--- config.mk ---
export PLATFORM = sky130hd
export DESIGN_NAME = sumador_acc_param
export DESIGN_NICKNAME = d
export VERILOG_FILES = /design/src/rtl/sumador_acc_param.sv
export SDC_FILE = /design/constraint.sdc
export NUM_CORES = 1
export LEC_CHECK = 0
export BUFFER_PORTS_ARGS = -buffer_cell sky130_fd_sc_hd__clkbuf_2
export CAP_MARGIN = 20
export CORE_MARGIN = 2
export CORE_UTILIZATION = 44
export DETAILED_ROUTE_END_ITERATION = 16
export PLACE_DENSITY = 0.67
export SETUP_SLACK_MARGIN = 0.02
export SLEW_MARGIN = 0
export SYNTH_ARGS = -nofsm -noshare
export SYNTH_HDL_FRONTEND = slang
export SYNTH_SLANG_ARGS = --single-unit
--- constraint.sdc ---
create_clock -name clk -period 5.8 [get_ports clk]
set_input_delay 0.29 -clock clk [delete_from_list [all_inputs] [get_ports clk]]
set_output_delay 0.29 -clock clk [all_outputs]
set_load 0.005 [all_outputs]
--- src/rtl/sumador_acc_param.sv ---
// Parametrised add/sub/accumulate unit with valid/ready handshake,
// one-cycle registered result, saturate-or-wrap accumulator, sticky ovf.
module sumador_acc_param #(
   parameter int WIDTH    = 5,
   parameter int ACC_W    = 8,
   parameter int SIGNED   = 1,
   parameter int SATURATE = 1
) (
   input  logic             clk,
   input  logic             rst_n,
   input  logic             in_valid,
   output logic             in_ready,
   input  logic [1:0]       op,
   input  logic [WIDTH-1:0] a,
   input  logic [WIDTH-1:0] b,
   output logic             out_valid,
   input  logic             out_ready,
   output logic [ACC_W-1:0] result,
   output logic [ACC_W-1:0] acc,
   output logic             ovf
);

   localparam int EW = ACC_W + 1;

   localparam logic [1:0] OP_ADD = 2'b00;
   localparam logic [1:0] OP_SUB = 2'b01;
   localparam logic [1:0] OP_ACC = 2'b10;
   localparam logic [1:0] OP_CLR = 2'b11;

   localparam logic [ACC_W-1:0] MAXV = (SIGNED != 0) ?
      {1'b0, {(ACC_W-1){1'b1}}} : {ACC_W{1'b1}};
   localparam logic [ACC_W-1:0] MINV = (SIGNED != 0) ?
      {1'b1, {(ACC_W-1){1'b0}}} : {ACC_W{1'b0}};

   logic             out_valid_q, out_valid_d;
   logic [ACC_W-1:0] result_q, result_d;
   logic [ACC_W-1:0] acc_q, acc_d;
   logic             ovf_q, ovf_d;

   logic             sa, sb, sc;
   logic [EW-1:0]    ea, eb, eacc;
   logic [ACC_W-1:0] add_r;
   logic [EW-1:0]    dif_w, acs_w;
   logic             acc_oor, sub_unf, accept;

   assign sa   = (SIGNED != 0) ? a[WIDTH-1] : 1'b0;
   assign sb   = (SIGNED != 0) ? b[WIDTH-1] : 1'b0;
   assign sc   = (SIGNED != 0) ? acc_q[ACC_W-1] : 1'b0;
   assign ea   = {{(EW-WIDTH){sa}}, a};
   assign eb   = {{(EW-WIDTH){sb}}, b};
   assign eacc = {sc, acc_q};

   assign add_r = ea[ACC_W-1:0] + eb[ACC_W-1:0];
   assign dif_w = ea - eb;
   assign acs_w = eacc + ea;

   // Signed sums leave range when the guard bit disagrees with the sign bit.
   assign acc_oor = (SIGNED != 0) ?
      (acs_w[EW-1] != acs_w[EW-2]) : acs_w[EW-1];
   assign sub_unf = (SIGNED == 0) && dif_w[EW-1];

   assign in_ready = !out_valid_q || out_ready;
   assign accept   = in_valid && in_ready;

   always_comb begin
      out_valid_d = out_valid_q;
      result_d    = result_q;
      acc_d       = acc_q;
      ovf_d       = ovf_q;
      if (out_valid_q && out_ready) begin
         out_valid_d = 1'b0;
      end
      if (accept) begin
         out_valid_d = 1'b1;
         case (op)
            OP_ADD: result_d = add_r;
            OP_SUB: begin
               if (sub_unf) begin
                  result_d = (SATURATE != 0) ? MINV : dif_w[ACC_W-1:0];
                  ovf_d    = 1'b1;
               end else begin
                  result_d = dif_w[ACC_W-1:0];
               end
            end
            OP_ACC: begin
               if (acc_oor) begin
                  ovf_d = 1'b1;
                  if (SATURATE != 0) begin
                     acc_d = ((SIGNED != 0) && acs_w[EW-1]) ? MINV : MAXV;
                  end else begin
                     acc_d = acs_w[ACC_W-1:0];
                  end
               end else begin
                  acc_d = acs_w[ACC_W-1:0];
               end
               result_d = acc_d;
            end
            OP_CLR: begin
               acc_d    = '0;
               ovf_d    = 1'b0;
               result_d = '0;
            end
            default: result_d = result_q;
         endcase
      end
   end

   always_ff @(posedge clk) begin
      if (!rst_n) begin
         out_valid_q <= 1'b0;
         result_q    <= '0;
         acc_q       <= '0;
         ovf_q       <= 1'b0;
      end else begin
         out_valid_q <= out_valid_d;
         result_q    <= result_d;
         acc_q       <= acc_d;
         ovf_q       <= ovf_d;
      end
   end

   assign out_valid = out_valid_q;
   assign result    = result_q;
   assign acc       = acc_q;
   assign ovf       = ovf_q;

endmodule

### Word level (Yosys, flattened, before mapping)

Cells that the tools add are included.
Widths: inputs -> output; s select.

| word-level totals | value |
|---|---|
| flip-flop bits (word level) | 18 |
| bits in latches | 0 |
| bits in writable memories | 0 |
| bits in read-only memories | 0 |
| input bits | 16 |
| output and inout port bits | 19 |
| word-level logic and storage cells | 29 |
| memories kept | 0 |

| operators by class | value |
|---|---|
| add/subtract/negate cells | 3 |
| $mul | 0 |
| divide/modulo/power cells | 0 |
| order comparisons | 0 |
| eq/ne operators | 5 |
| shift operators | 0 |
| muxes and demuxes | 8 |
| bitwise gates (word level) | 0 |
| reduce and logical (&&, ||, !) cells | 9 |

Operators with widths:

| cell | count |
|---|---|
| $pmux 8 s4 | 1 |
| $mux 8 | 2 |
| $pmux 8 s2 | 1 |
| $add 8x5->9 | 1 |
| $add 5x5->6 | 1 |
| $sub 5x5->6 | 1 |
| $eq 2x2->1 const B | 2 |
| $reduce_bool 2->1 | 2 |
| $mux 1 | 3 |
| $reduce_and 3->1 | 1 |
| $eq 2x1->1 const B | 1 |
| $logic_and 1x1->1 | 2 |
| $logic_not 2->1 | 1 |
| $ne 2x2->1 const B | 1 |
| $pmux 1 s2 | 1 |
| $reduce_and 2->1 | 1 |
| $logic_not 1->1 | 1 |
| $logic_or 1x1->1 | 1 |
| $ne 1x1->1 | 1 |

### Depth between registers and ports, before layout

Gate-level depths: netlist (run 1).

| logic depth | value |
|---|---|
| depth after elaboration | 4 |
| depth in mapped cells | 9 |
| gate-level depth less buffers | 9 |

### Least setup slack after synthesis (run 1)

No wires, ideal clock.

| timing | value |
|---|---|
| path type | flip-flop to flip-flop |
| start point | reg acc_q[0] (netlist: acc[0]) |
| end point | reg result_q[6] (netlist: result[6]) |
| library setup time | 0.133 ns |
| data arrival time | 1.946 ns |
| data required time | 5.667 ns |
| slack | 3.721 ns |
| stages on the path, launching flop included | 9 |
| path buffers | 0 |
| period minus slack after synthesis | 2.079 ns |
| cell sequence | dfxtp_1 ha_1 fa_1 and3_2 o2111a_1 a311oi_1 nor2_1 a21oi_1 a31oi_1 |

| between the ends | value |
|---|---|
| cells in the longest elaborated chain, start to end | 4 |
| elaborated cells between the ends (all ways) | 5 |
| those cells by class | add/sub: 1; eq/ne: 1; mux: 3 |

RTL lines:

| element | line | text |
|---|---|---|
| start, declared | 37 | `logic [ACC_W-1:0] acc_q, acc_d;` |
| start signal, assigned | 112 | `acc_q <= '0;` |
| start signal, assigned | 117 | `acc_q <= acc_d;` |
| $add 8x5->9 (*) | 55 | `assign acs_w = eacc + ea;` |
| $mux 8 / $ne 1x1->1 (equally long branches) | 89, 59 |  |
| $mux 8 (*) | 86 | `if (acc_oor) begin` |
| $pmux 8 s4 (*) | 75 | `case (op)` |
| end signal, assigned | 116 | `result_q <= result_d;` |
| end, declared | 36 | `logic [ACC_W-1:0] result_q, result_d;` |

Every way passes the cells marked *; elsewhere a longest branch is shown, timed or not.
A chain may end at the register's enable or synchronous reset.

### Worst setup path after layout (run 1)

| timing | value |
|---|---|
| start point | reg acc_q[0] (netlist: acc[0]) |
| end point | reg result_q[4] (netlist: result[4]) |

Same word-level chain as after synthesis.

==> metrics.cfg, run 1 <==
[cts]
tritoncts = yes
numCtsBuffers = 3
cts.repair.resized = 0
clk_pin_slew_worst_paths_ps = 80
cts_sinks = 18
clk_path_buf_depth = 2
hold_buffers = 0
cts_setup_buffers = 0
htreeDepth = 1
clk_latency_ps = 250
cts_root_buf = clkbuf_8

[place]
dp_worst_setup_slack_ps = 3310
routabilityCongestion = 0.847
hpwl_um = 3190
portBuffers = 34

[yosys]
synthTopCellsByCount = 25 x a21oi_1, 18 x dfxtp_1, 18 x ha_1
async_flop_share_pct = 0
synth-edff-count = 0
synth_area_sq_mm = 0.00165
synth_cells = 202
ys_seq_area_share_pct = 21.9
synth_most_common_cell = a21oi_1
synth_top_area_share_pct = 21.9
muxShareOfSynthArea_pct = 0
synthAdderAreaFrac_pct = 17.3
avgSynthCellArea_sq_um = 8.15
yosysWarningCount = 0
synth_top_family_by_area = compound AO/OA/AOI/OAI gates
synth_seq_cells = 18
synth.net_count = 239
yosys-top-cells-area = dfxtp_1 22%, ha_1 14%, a21oi_1 7.6%, nand2_1 3.9%, fa_1 3.7%
yosys_most_used_dff = dfxtp_1
synth.largest_area_cell = dfxtp_1
synth_compound_area_share_pct = 28.5
ys_types = 54
synth-simple-area-share_pct = 22.4
synthXorXnorAreaFrac_pct = 4.26

[detailed_routing]
drc_errors = 0
drt-total-wl_um = 3990
dr.max_layer_used = met4
route.met3.wl_um = 76
via_per_inst = 5.44
met1_length_um = 1960
ant_nets = 0
drt_iter0_drc = 53
firstDrtPassIters = 4
wl_met2_um = 1950
num_vias = 1529
routedWlPerCell_um = 14.2

[grt]
gr-total-overflow = 0
gr-usage-all-layers_pct = 19.5
grt_pass1_wl_um = 6510
grt_pass1_vias = 1422
antenna_found_initial = 0
grt_max_degree = 14

[sta]
rsz0062_at_grt = false
period_share_pct = 41.6
fmax_ghz = 0.415
setup-tns-final_ps = 0
hold_viol = 0
max_slew_margin_pct = 52.0
fin_crit_ps = 2410
setup_viol = 0
final_max_slew_viol_count = 0
finalWorstSetupSlack_ps = 3390
fin_skew_ps = 0.812
tightest_slew_ps = 717

[run_status]
status = finished clean

[flow_run]
drv_cap = 0

[floorplan]
rows = 22
dieArea_sq_mm = 0.00424
die_h_um = 65.2
core_area_sq_mm = 0.00363
die_w_um = 65.2
initial_core_util_pct = 45.3
ioPinCount = 35

[final_layout]
syn2layout_area_growth_pct = 14.7
drive_above_1_share_pct = 22.3
nFillCells = 375
antenna_cells = 0
final_nets = 271

[pwr]
leakage_nw = 0.851
peakVddDrop_mv = 0.0931
p_per_area_mw_per_mm2 = 192

[setup_path]
reg2reg_depth = 8
reg2reg_from = acc[0]$_SDFFE_PN0P_
r2r-end = result[4]$_SDFFE_PN0P_
r2r_slack_ps = 3390
critPathCaptureType = flop
start_kind = flop
crit_path_max_fanout = 8
crit_required_ps = 5930
crit_type = reg2reg
arrival_ps = 2540

[min_path]
min_path_cells = 3
min_from = in_valid
hold_class = in2reg
holdPathEnd = out_valid$_SDFFE_PN0P_

## final cells by class
| type | instances | area (sq um) | share of cell area (%) |
|---|---|---|---|
| inverters | 13 | 48.8 | 2.59 |
| clock buffers | 4 | 55.1 | 2.92 |
| repair buffers | 34 | 170 | 9.02 |
| flip-flops and latches | 18 | 360 | 19.1 |
| well taps | 48 | 60.1 | 3.18 |
| multi-input cells | 164 | 1190 | 63.2 |
## worst max path at each step
| stage | start | end | slack [ps] |
|---|---|---|---|
| after floorplan | acc[0]$_SDFFE_PN0P_ | result[6]$_SDFFE_PN0P_ | 3720 |
| after global placement | a[0] | result[4]$_SDFFE_PN0P_ | 3350 |
| after detailed placement | a[0] | result[4]$_SDFFE_PN0P_ | 3310 |
| after CTS | acc[0]$_SDFFE_PN0P_ | result[4]$_SDFFE_PN0P_ | 3400 |
| after global routing | acc[0]$_SDFFE_PN0P_ | result[4]$_SDFFE_PN0P_ | 3210 |
| final | acc[0]$_SDFFE_PN0P_ | result[4]$_SDFFE_PN0P_ | 3390 |
## cell families (layout without fill, tap and decap cells)
family,count (synthesis),in the layout
xor gates and xnor gates,8,8
buffers and inverters,20,51
adders and majority gates,21,21
AOI/OAI and AO/OA,71,71
and+or+nand+nor,64,64
DFF,18,18
## critical path: stages (launching register included)
cell	delay, ps
dfxtp_1	340
ha_1	230
fa_1	400
and3_2	220
o21ai_2	150
a41o_1	410
o21ai_2	160
a22oi_1	250
o211ai_1	120
## flip-flops by register name, summed over array words and instances (netlist names)
name and count:
ovf 1, acc 8, result 8, out_valid 1
## metrics by stage
| stage | instances | power [mW] | area [sq um] | utilization (%) | hold WS [ps] |
|---|---|---|---|---|---|
| 2_1_floorplan | 202 | 0.226 | 1650 | - | 419 |
| 3_3_place_gp | 277 | 0.258 | 1830 | 50.4 | 457 |
| 3_5_place_dp | 277 | 0.259 | 1830 | 50.4 | 461 |
| 4_1_cts | 281 | 0.364 | 1890 | 51.9 | 286 |
| 5_1_grt | 281 | 0.385 | 1890 | 51.9 | 321 |
| 6_report | 281 | 0.363 | 1890 | 51.9 | 281 |
## cells in the final DEF, fill, tap and decap left out, types with 4 or more instances in the layout
cell	count
a21oi_1	25
a211oi_1	4
dfxtp_1	18
nand3_1	5
nand2b_1	4
ha_1	18
nor2_1	12
xnor2_1	5
o21ai_0	9
inv_1	13
clkbuf_8	4
o211ai_1	4
nand2_1	17
clkbuf_2	34
## per-layer routing
| layer | up-vias | global-route usage [%] |
|---|---|---|
| met4 | 0 | 2.34 |
| met1 | 700 | 26.3 |
| met3 | 4 | 1.54 |
| met2 | 21 | 35.1 |
| li1 | 804 | - |
| met5 | - | 0 |
## power by group
| part | internal, mW | leakage [nW] | switching [mW] | total, mW |
|---|---|---|---|---|
| Sequential | 0.132 | 0.147 | 0.00525 | 0.137 |
| Combinational | 0.0502 | 0.675 | 0.0693 | 0.119 |
| Clock | 0.0604 | 0.0288 | 0.0463 | 0.107 |
No activity file was read; power rests on OpenSTA's default activity.
==> run 2, diff against run 1 <==
==> constraint.sdc (replaced) <==
create_clock -name clk -period 2.45 [get_ports clk]
set_input_delay 0.1225 -clock clk [delete_from_list [all_inputs] [get_ports clk]]
set_output_delay 0.1225 -clock clk [all_outputs]
set_load 0.005 [all_outputs]
==> metrics.cfg, run 2 (synthesis gave the netlist of run 1 again) <==
[run_status]
status = finished clean

[detailed_routing]
routedWlPerCell_um = 13.9  ; -2.0%
drc_errors = 0  ; unchanged
drt_iter0_drc = 78  ; +47%
ant_nets = 0  ; unchanged
firstDrtPassIters = 4  ; unchanged
drt-total-wl_um = 3950  ; -1.0%
via_per_inst = 5.51  ; +1.3%
num_vias = 1566  ; +2.4%

[pwr]
switching_share_pct = 32.7  ; -0.56 points
power.total_uw = 864  ; +140%
power.share.combinational_pct = 34.0  ; +1.1 points
peakVddDrop_mv = 0.284  ; +210%
leakage_nw = 0.866  ; +1.8%
seqPwrFrac_pct = 37.5  ; -0.2 points
p_clk_share_pct = 28.5  ; -0.9 points
p_int_uw = 581  ; +140%
p_per_area_mw_per_mm2 = 451  ; +130%
switchingPower_uw = 282  ; +130%

[place]
portBuffers = 34  ; unchanged
routabilityCongestion = 0.840  ; -0.87%
hpwl_um = 3210  ; +0.73%

[floorplan]
ioPinCount = 35  ; unchanged
die_w_um = 65.2  ; unchanged
dieArea_sq_mm = 0.00424  ; unchanged
initial_core_util_pct = 45.3  ; unchanged
rows = 22  ; unchanged
die_h_um = 65.2  ; unchanged
core_area_sq_mm = 0.00363  ; unchanged

[final_layout]
drive_above_1_share_pct = 24.2  ; +1.8 points
syn2layout_area_growth_pct = 16.5
layout_common_cells = 34 x clkbuf_2, 25 x a21oi_1, 18 x ha_1, 18 x dfxtp_1, 17 x nand2_1
antenna_cells = 0  ; unchanged
final_nets = 274  ; +1.1%
final_common_cell = clkbuf_2

[setup_path]
path_cells = ha_1, and3_1, nor3b_2, o21a_4, o21ai_2, a22oi_1, o211ai_1
critPathCaptureType = flop
arrival_ps = 2360  ; -180 ps
slowest_delay_ps = 460  ; +50 ps
cp_slowest_cell = ha_1
crit_type = reg2reg
path_depth = 7  ; -1
start_kind = flop
crit_required_ps = 2580  ; -3350 ps
cp_top_family = compound AO/OA/AOI/OAI gates
reg2reg_depth = 7  ; -1
cp_num_buf_inv = 0  ; unchanged
crit_path_max_fanout = 10  ; +2

[cts]
cts_setup_buffers = 0  ; unchanged
clk_latency_ps = 260  ; about the same
hold_buffers = 0  ; unchanged
tritoncts = yes
cts_sinks = 18  ; unchanged
htreeDepth = 1  ; unchanged
clk_pin_slew_worst_paths_ps = 70  ; about the same
clk_path_buf_depth = 2  ; unchanged
cts_root_buf = clkbuf_8
numCtsBuffers = 3  ; unchanged

[sta]
tightest_slew_ps = 449  ; -268 ps
fin_skew_ps = 5.21  ; +4.39 ps
rsz0062_at_grt = false
final_max_slew_viol_count = 0  ; unchanged
setup-tns-final_ps = 0  ; unchanged
max_slew_margin_pct = 69.8  ; +18 points
fmax_ghz = 0.450  ; +8.5%
hold_viol = 0  ; unchanged
setup_viol = 0  ; unchanged
fin_crit_ps = 2220  ; -189 ps
period_share_pct = 90.7  ; +49 points

[grt]
grt_pass1_vias = 1495  ; +5.1%
antenna_found_initial = 0  ; unchanged
gr-total-overflow = 0  ; unchanged
grt_pass1_wl_um = 6660  ; +2.3%
grt_max_degree = 14  ; unchanged
gr-usage-all-layers_pct = 20.2  ; +0.68 points

[min_path]
min_path_cells = 3  ; unchanged
hold_class = in2reg

[flow_run]
drv_cap = 0  ; unchanged

[run 2: power by group through the flow]
stage | clock network (mW) | registers [mW] | logic [mW]
after floorplan | 0 | 0.331 | 0.204
after global placement | 0 | 0.331 | 0.286
after detailed placement | 0 | 0.331 | 0.288
after CTS | 0.253 | 0.324 | 0.291
after global routing | 0.262 | 0.326 | 0.330
final | 0.246 | 0.324 | 0.293
[run 2: per-layer routing]
metal	GRT usage (%)	up-vias	wire, um	share of wire, %
met5	0	-	0	0
met4	8.59	0	44	1.1
met3	2.40	5	127	3.2
met2	34.8	41	1910	48
met1	25.4	716	1880	47
li1	-	804	-	-
[run 2: per-stage QoR]
stage               util (%)  hold slack [ps]  cells  worst slack (ps)  area (sq um)
global placement        51.0              387    280               220          1850
finish                  52.8              119    284               227          1920
global route            52.8              156    284              98.9          1920
CTS                     52.5              116    284               155          1910
detailed placement      51.0              388    280               167          1850
floorplan                  -              252    202               371          1650
[run 2: cell type report]
type,count,area [sq um]
tap,48,60.1
timing repair buffer,37,193
fill,369,1720
multi-input combinational,164,1200
clock buffer,4,55.1
inverter,13,48.8
sequential,18,360
[run 2: worst register-to-register path, cell delays in order (launching register included)]
cell,delay [ps]
dfxtp_1,350
ha_1,460
and3_1,230
nor3b_2,320
o21a_4,250
o21ai_2,120
a22oi_1,250
o211ai_1,120
[run 2: worst paths after layout]
kind	startpoint	to	slack, ps
max	acc[6]$_SDFFE_PN0P_	result[4]$_SDFFE_PN0P_	230
min	in_valid	out_valid$_SDFFE_PN0P_	120
min reg2reg	acc[3]$_SDFFE_PN0P_	acc[3]$_SDFFE_PN0P_	470
max reg2reg	acc[6]$_SDFFE_PN0P_	result[4]$_SDFFE_PN0P_	230
[run 2: timing repair]
item	CTS	global route
gates resized for setup	0	2
endpoints found under the hold margin	0	0
setup endpoints to repair	0	3
==> run 3, diff against run 2 <==
--- a/config.mk
+++ b/config.mk
@@ -7,6 +7,7 @@
 export LEC_CHECK = 0
 export BUFFER_PORTS_ARGS = -buffer_cell sky130_fd_sc_hd__clkbuf_2
 export CAP_MARGIN = 20
+export CORE_ASPECT_RATIO = 1.2
 export CORE_MARGIN = 2
 export CORE_UTILIZATION = 44
 export DETAILED_ROUTE_END_ITERATION = 16
==> metrics.cfg, run 3 (synthesis gave the netlist of run 1 again) <==
[run_status]
status = finished clean

[setup_path]
reg2reg_from = acc[6]$_SDFFE_PN0P_
r2r-end = result[0]$_SDFFE_PN0P_
crit_path_max_fanout = 10  ; unchanged
critPathCaptureType = flop
reg2reg_depth = 7  ; unchanged
start_kind = flop
crit_required_ps = 2600  ; +20 ps
arrival_ps = 2380  ; +20 ps
crit_type = reg2reg
r2r_slack_ps = 220  ; about the same

[grt]
grt_pass1_wl_um = 6600  ; -0.93%
grt_use_met3_pct = 2.93  ; +0.53 points
gr-usage-all-layers_pct = 19.9  ; -0.29 points
grtUsageMet2_pct = 33.8  ; -0.98 points
grt-busiest-layer = met2
gr-total-overflow = 0  ; unchanged
grt_max_degree = 14  ; unchanged
antenna_found_initial = 0  ; unchanged
grt_pass1_vias = 1450  ; -3.0%
use_met1_pct = 24.9  ; -0.49 points

[sta]
final_max_slew_viol_count = 0  ; unchanged
fin_skew_ps = 3.01  ; -2.19 ps
fmax_ghz = 0.449  ; -0.13%
finalWorstSetupSlack_ps = 224  ; -2.83 ps
setup-tns-final_ps = 0  ; unchanged
fin_crit_ps = 2230  ; +2.83 ps
rsz0062_at_grt = false
hold_viol = 0  ; unchanged
hold-worst-slack_ps = 118  ; -1.66 ps
max_slew_margin_pct = 62.8  ; -7.0 points
setup_viol = 0  ; unchanged
tightest_slew_ps = 553  ; +104 ps
period_share_pct = 90.8  ; +0.12 points

[final_layout]
drive_above_1_share_pct = 24.7  ; +0.53 points
final_common_cell = clkbuf_2
layout_common_cells = 34 x clkbuf_2, 25 x a21oi_1, 18 x ha_1, 18 x dfxtp_1, 17 x nand2_1
final_nets = 273  ; -0.36%
antenna_cells = 0  ; unchanged
nFillCells = 356  ; -3.5%
fin_util_pct = 53.0  ; +0.20 points
syn2layout_area_growth_pct = 16.0

[min_path]
min_path_cells = 3  ; unchanged
holdPathEnd = out_valid$_SDFFE_PN0P_
min_from = in_valid
hold_class = in2reg

[cts]
clk_pin_slew_worst_paths_ps = 80  ; about the same
cts_root_buf = clkbuf_8
clk_path_buf_depth = 2  ; unchanged
numCtsBuffers = 3  ; unchanged
htreeDepth = 1  ; unchanged
tritoncts = yes
clk_latency_ps = 260  ; about the same
cts_sinks = 18  ; unchanged

[place]
routabilityCongestion = 0.829  ; -1.3%
dp_worst_setup_slack_ps = 146  ; -21.6 ps
hpwl_um = 3240  ; +0.91%
portBuffers = 34  ; unchanged

[detailed_routing]
drc_errors = 0  ; unchanged
routedWlPerCell_um = 14.6  ; +4.9%
drt-total-wl_um = 4000  ; +1.2%
firstDrtPassIters = 4  ; unchanged
drt_iter0_drc = 77  ; -1.3%
via_per_inst = 5.73  ; +3.8%
num_vias = 1569  ; +0.19%
ant_nets = 0  ; unchanged

[floorplan]
ioPinCount = 35  ; unchanged
core_area_sq_mm = 0.00360  ; -0.83%
die_h_um = 71.0  ; +9.0%
rows = 24  ; +9.1%
initial_core_util_pct = 45.7  ; +0.38 points
die_w_um = 59.8  ; -8.2%
dieArea_sq_mm = 0.00425  ; about the same

[pwr]
p_per_area_mw_per_mm2 = 454  ; +0.73%
leakage_nw = 0.863  ; -0.40%
peakVddDrop_mv = 0.248  ; -13%

[flow_run]
drv_cap = 0  ; unchanged

## run 3: cell types whose count changed in the layout (fill, tap and decap cells not counted), sizes merged
cell | before | now
buf | 3 | 2
## run 3: what timing repair did
action,CTS,global route
setup buffers,0,0
endpoints found under the setup margin,0,3
hold buffers,0,0
gates resized for setup,0,4
## run 3: final cells by class
type / instances / area [sq um] / share of cell area (%)
Clock buffer: 4 / 55.1 / 2.89
Inverter: 13 / 48.8 / 2.56
Multi-Input combinational cell: 164 / 1210 / 63.4
Sequential cell: 18 / 360 / 18.9
Tap cell: 39 / 48.8 / 2.56
Timing Repair Buffer: 36 / 185 / 9.70
## run 3: worst max-delay path, stage by stage (launching register included)
cell and delay, ps:
dfxtp_1 350, ha_1 410, and3_1 250, nor3b_2 190
nor3_4 420, o21ai_2 170, a211oi_1 260, nor2_1 70
## run 3: how the worst max path moves through the flow
stage,from,to,slack [ps],cells past startpoint
2_1_floorplan,acc[0]$_SDFFE_PN0P_,result[6]$_SDFFE_PN0P_,370,8
3_3_place_gp,acc[0]$_SDFFE_PN0P_,result[4]$_SDFFE_PN0P_,150,8
3_5_place_dp,acc[0]$_SDFFE_PN0P_,result[4]$_SDFFE_PN0P_,150,8
4_1_cts,acc[0]$_SDFFE_PN0P_,result[4]$_SDFFE_PN0P_,110,8
5_1_grt,acc[6]$_SDFFE_PN0P_,result[6]$_SDFFE_PN0P_,80,8
6_report,acc[6]$_SDFFE_PN0P_,result[0]$_SDFFE_PN0P_,220,7
## run 3: per-layer routing
layer  routed length (um)  up-vias  share of wire [%]
met2                 2060       28                 51
met1                 1740      732                 44
met4                   86        0                2.1
met5                    0        -                  0
li1                     -      801                  -
met3                  117        8                2.9
## run 3: stage by stage
step	area [sq um]	total power, mW	instances
2_1_floorplan	1650	0.535	202
3_3_place_gp	1840	0.615	270
3_5_place_dp	1840	0.615	270
4_1_cts	1890	0.867	274
5_1_grt	1910	0.920	274
6_report	1910	0.866	274
## run 3: where the power goes
part	total, mW	leakage, nW	internal [mW]	switching, mW
combinational	0.289	0.687	0.123	0.165
clock	0.253	0.0288	0.143	0.110
sequential	0.325	0.147	0.312	0.0128
total	0.866	0.863	0.578	0.288
